==> config.mk <==
export PLATFORM = sky130hd
export DESIGN_NAME = cdb_arbiter
export DESIGN_NICKNAME = d
export VERILOG_FILES = /design/src/rtl/cdb_arbiter.sv
export SDC_FILE = /design/constraint.sdc
export NUM_CORES = 1
export LEC_CHECK = 0
export BUFFER_PORTS_ARGS = -buffer_cell sky130_fd_sc_hd__buf_2
export CAP_MARGIN = 20
export CELL_PAD_IN_SITES_DETAIL_PLACEMENT = 1
export CELL_PAD_IN_SITES_GLOBAL_PLACEMENT = 2
export CORE_ASPECT_RATIO = 1.75
export CORE_MARGIN = 1.5
export CORE_UTILIZATION = 35
export CTS_CLUSTER_SIZE = 10
export DETAILED_ROUTE_END_ITERATION = 7
export GPL_TIMING_DRIVEN = 0
export PLACE_DENSITY_LB_ADDON = 0.1
export SYNTH_ARGS = -nofsm -noshare
export SYNTH_HDL_FRONTEND = slang
export SYNTH_SLANG_ARGS = --single-unit
==> constraint.sdc <==
create_clock -name CLOCK_50 -period 3.2 [get_ports CLOCK_50]
set_input_delay 0.96 -clock CLOCK_50 [delete_from_list [all_inputs] [get_ports CLOCK_50]]
set_output_delay 0.96 -clock CLOCK_50 [all_outputs]
set_load 0.02 [all_outputs]
==> src/rtl/cdb_arbiter.sv <==
// Common data bus arbiter: per-unit holding registers, round-robin grant onto a registered CDB.
// Optional macro CDB_BYPASS_EN lets a result skip its holding register when all holds are empty.
module cdb_arbiter #(
    parameter int NUM_FU = 3,
    parameter int TAG_W  = 2,
    parameter int DATA_W = 32
) (
    input  logic                     CLOCK_50,
    input  logic                     RSTN_N,
    input  logic                     flush,
    input  logic [NUM_FU-1:0]        fu_valid,
    input  logic [NUM_FU*DATA_W-1:0] fu_result,
    output logic [NUM_FU-1:0]        fu_ready,
    output logic                     cdb_valid,
    output logic [TAG_W-1:0]         cdb_tag,
    output logic [DATA_W-1:0]        cdb_data,
    output logic                     busy
);

    localparam int PTR_W = (NUM_FU > 1) ? $clog2(NUM_FU) : 1;

    // Handshake: a unit's result transfers at a rising edge where fu_valid[i] and
    // fu_ready[i] are both high; the unit keeps valid and data stable until then.
    // The CDB side has no ready: every cdb_valid pulse must be consumed.

    logic [NUM_FU-1:0] hold_valid;
    logic [NUM_FU-1:0] hold_valid_nxt;
    logic [DATA_W-1:0] hold_data [NUM_FU];
    logic [PTR_W-1:0]  rr_ptr;
    logic [PTR_W-1:0]  rr_ptr_nxt;

    logic [NUM_FU-1:0] req;
    logic [NUM_FU-1:0] capture;
    logic              bypass;
    logic              win_found;
    logic [PTR_W-1:0]  win_idx;
    logic [DATA_W-1:0] win_data;

    assign fu_ready = ~hold_valid;
    assign busy     = |hold_valid;

    // Bypass only when nothing is waiting, so older held results are never overtaken.
    always_comb begin
`ifdef CDB_BYPASS_EN
        bypass = (hold_valid == '0) && !flush;
`else
        bypass = 1'b0;
`endif
        req = bypass ? fu_valid : hold_valid;
    end

    // Round-robin search starting at rr_ptr, wrapping at NUM_FU.
    always_comb begin
        int               idx;
        logic [PTR_W-1:0] cand;
        win_found = 1'b0;
        win_idx   = '0;
        idx       = 0;
        cand      = '0;
        for (int k = 0; k < NUM_FU; k++) begin
            idx = int'(rr_ptr) + k;
            if (idx >= NUM_FU) idx = idx - NUM_FU;
            cand = PTR_W'(idx);
            if (!win_found && req[cand]) begin
                win_found = 1'b1;
                win_idx   = cand;
            end
        end
    end

    always_comb begin
        win_data   = bypass ? fu_result[win_idx*DATA_W +: DATA_W] : hold_data[win_idx];
        rr_ptr_nxt = (32'(win_idx) == NUM_FU - 1) ? '0 : win_idx + 1'b1;
    end

    // Capture needs an empty hold and grant needs a full one, so they never collide on a unit.
    always_comb begin
        for (int i = 0; i < NUM_FU; i++) begin
            capture[i] = fu_valid[i] && !hold_valid[i] &&
                         !(bypass && win_found && (win_idx == PTR_W'(i)));
        end
        hold_valid_nxt = hold_valid | capture;
        if (win_found && !bypass) hold_valid_nxt[win_idx] = 1'b0;
    end

    always_ff @(posedge CLOCK_50) begin
        if (RSTN_N) begin
            hold_valid <= '0;
            for (int i = 0; i < NUM_FU; i++) hold_data[i] <= '0;
            cdb_valid  <= 1'b0;
            cdb_tag    <= '0;
            cdb_data   <= '0;
            rr_ptr     <= '0;
        end else if (flush) begin
            hold_valid <= '0;
            cdb_valid  <= 1'b0;
            cdb_tag    <= '0;
            cdb_data   <= '0;
        end else begin
            hold_valid <= hold_valid_nxt;
            for (int i = 0; i < NUM_FU; i++) begin
                if (capture[i]) hold_data[i] <= fu_result[i*DATA_W +: DATA_W];
            end
            cdb_valid <= win_found;
            cdb_tag   <= win_found ? TAG_W'(32'(win_idx) + 1) : '0;
            cdb_data  <= win_found ? win_data : '0;
            if (win_found) rr_ptr <= rr_ptr_nxt;
        end
    end

endmodule
==> qor.csv <==
stage;metric;value;unit
run_status;status;complete, no violations;
worst_setup_path;Worst Setup End Kind;output pin;
global_routing;vias in the first global route;4388;
timing;worst slew pin tran;0.718;ns
floorplanning;Die Ht;170;um
clock_network;CTS Root Cell;clkbuf_16;
global_routing;antenna violations before repair;0;
power;switching share of power;25.4;%
timing;Max Transition Viols Final;0;
power;Net Sw Power;1140;uW
cells_and_area;antenna cells;0;
power;maximum vdd ir drop;0.000335;V
yosys;Post-synth EDFFs;96;
power;Int Pwr;3360;uW
drt;Iter 0 DRT Violations;156;
yosys;top post-synthesis cells by area;edfxtp_1 52%, dfxtp_1 14%, and2_1 11%;
drt;DR vias/cell;5.13;
drt;Avg WL per Cell;21.3;um
worst_setup_path;Critical Path RT;2.24;ns
power;Reg power frac;45.4;%
worst_hold_path;Hold WC Path Type;reg2reg;
timing;RSZ-0062 raised after global routing;no;
worst_setup_path;reg2reg end;cdb_data[9];
global_routing;M3 GR Usage;3.42;%
yosys;Syn Inst Count;419;
clock_network;Setup Buffers After CTS;0;
floorplanning;Core Box Area;15500;um^2
power;PwrDens;627;nW/um^2
global_routing;met2 Use GR;38.5;%
timing;Rel. slew slack;52.1;%
clock_network;Clock transition at path regs;0.06;ns
drt;routed wire length;16600;um
clock_network;# resized after CTS;0;
global_routing;largest net degree at the start of global routing;21;
worst_setup_path;FF-to-FF Start;rr_ptr[0];
worst_setup_path;worst path cell trace;inv_2 > buf_1 > nand3_1 > buf_2;
global_routing;GRT overflow;0;
worst_setup_path;WP data arrival;1.74;ns
drt;drt first pass iters;4;
cells_and_area;post-layout net count;687;
place;Post-DP HPWL;11900;um
worst_setup_path;CP startpoint;hold_valid[1];
global_routing;global-route wire length before repair;24900;um
clock_network;clock latency on the worst-skew pair;0.42;ns
floorplanning;total die area;16700;um^2
worst_setup_path;Slowest-stage cell, CP;buf_1;
power;combinational share of power;11.7;%
cells_and_area;Synth-to-Final Area Change;29.3;%
clock_network;CTS tree;done;
worst_setup_path;CP max stage delay;0.45;ns
timing;Max Fclk;0.370;GHz
place;Final GP Congestion;0.858;
timing;Hold Fails Final Rpt;0;
worst_setup_path;R2R setup slack;0.74;ns
global_routing;overall global routing resource usage;20.5;%
timing;worst hold slack;0.503;ns
yosys;Mean Syn Cell Area;13.3;um^2
yosys;ys flop type;edfxtp_1;
power;Clock power frac;42.9;%
yosys;ys async rst share;0;%
floorplanning;num ports;141;
flow_run;Max Cap Viol;0;
place;Port Buffers;140;
yosys;dominant cell type by area after synthesis;edfxtp_1;
worst_setup_path;reg2reg path depth;8;
cells_and_area;layout cells sized above 1;34.5;%
worst_setup_path;crit path launch type;flip-flop;
floorplanning;Starting Density;35.9;%
global_routing;GRT Max-Usage Layer;met2;
worst_setup_path;Max FO, Critical Path;10;
yosys;top cell type's share of synthesized area;51.9;%
drt;DR DRC count;0;
clock_network;CTS H-tree depth;4;
power;Static Leak;0.00289;uW
floorplanning;Site Rows;60;
timing;Setup Skew;0.0102;ns
clock_network;Post-CTS Hold Buffers;0;
worst_setup_path;Setup crit end;busy;
yosys;most frequent cells after synthesis;96 x and2_1, 96 x edfxtp_1, 40 x dfxtp_1, 37 x a21oi_1;
yosys;Seq/Total Area, Yosys;66.3;%
yosys;Yosys reg bits;136;
floorplanning;Die W;98.2;um
timing;endpoints failing setup;0;
clock_network;total CTS buffers;17;
clock_network;CTS Sinks;136;
drt;Vias;3999;
global_routing;met1 usage;22.6;%
timing;clock period minus final worst setup slack;2.70;ns
timing;Final period util;84.4;%
worst_setup_path;Crit Path Class;reg2out;
clock_network;clk buf depth;2;
yosys;Synth cell types;35;
yosys;Cell Area, Synth;5560;um^2
yosys;Mapped Nets;525;
power;Final Power;4500;uW
yosys;YS warnings;0;
drt;Antenna Violating Nets Remaining;0;
==> cells by family after synthesis <==
kind of cell | synth area share [%]
adder cells (fa/ha/maj) | 0.901
multiplexers | 0.608
buffers and inverters | 3.74
flip-flops | 66.3
AO/OA/AOI/OAI | 16.1
AND/OR/NAND/NOR | 12.4
==> critical path: cells and delay by family (launching register included) <==
kind          cells  cell delay, ns
buf+inv           3            0.83
flops             1            0.38
simple gates      1            0.12
==> layout make-up <==
class / instances / area, um^2
Clock buffer: 19 / 433
Tap cell: 186 / 233
Sequential cell: 136 / 3680
Timing Repair Buffer: 143 / 783
Multi-Input combinational cell: 241 / 1700
Fill cell: 1663 / 8280
Buffer: 33 / 174
Inverter: 9 / 33.8
Clock inverter: 13 / 145
==> sequential cells by signal (all words and copies together), names as in the netlist <==
name,cells
cdb_data,32
cdb_valid,1
hold_valid,3
cdb_tag,2
hold_data,96
rr_ptr,2
==> through the flow <==
stage | util, % | setup slack, ns | std cells | TNS (ns) | area, um^2
floorplan | - | 0.200 | 419 | 0 | 5560
global placement | 42.0 | -1.07 | 745 | -95.79 | 6490
detailed placement | 42.7 | 0.223 | 748 | 0 | 6610
CTS | 46.4 | 0.495 | 780 | 0 | 7180
global route | 46.4 | 0.396 | 780 | 0 | 7180
finish | 46.4 | 0.498 | 780 | 0 | 7180
==> routing by layer <==
metal | part of all wire [%] | up-vias | routed length [um]
met5 | 0 | - | 0
met4 | 2.5 | 0 | 420
met3 | 3.7 | 25 | 613
met2 | 57 | 120 | 9410
met1 | 37 | 1951 | 6160
li1 | - | 1903 | -
==> how the worst min path moves through the flow <==
stage,start,to,depth (start not counted)
CTS,rr_ptr[0],rr_ptr[0],2
floorplan,rr_ptr[0],rr_ptr[0],2
finish,rr_ptr[0],rr_ptr[0],2
detailed placement,rr_ptr[0],rr_ptr[0],2
global route,hold_data[2][29],cdb_data[29],2
global placement,rr_ptr[0],rr_ptr[0],2
==> placed cells by master (no fill, tap or decap), types with 5 or more instances in the layout <==
master / netlist / routed
nand2b_1: 5 / 5
dfxtp_1: 40 / 40
inv_6: 0 / 5
inv_1: 8 / 8
clkbuf_1: 12 / 14
clkbuf_16: 0 / 17
edfxtp_1: 96 / 96
and2_1: 96 / 96
o211ai_1: 32 / 32
a21oi_1: 37 / 37
nand2_1: 5 / 5
buf_2: 12 / 152
a32oi_1: 32 / 32
==> power by group through the flow <==
stage	registers (uW)	logic [uW]	clock network [uW]
global placement	2080	503	0
detailed placement	2080	538	0
CTS	2040	539	1960
global route	2050	574	2040
finish	2040	527	1930
floorplan	2090	277	0
No activity file was read; power rests on OpenSTA's default activity.
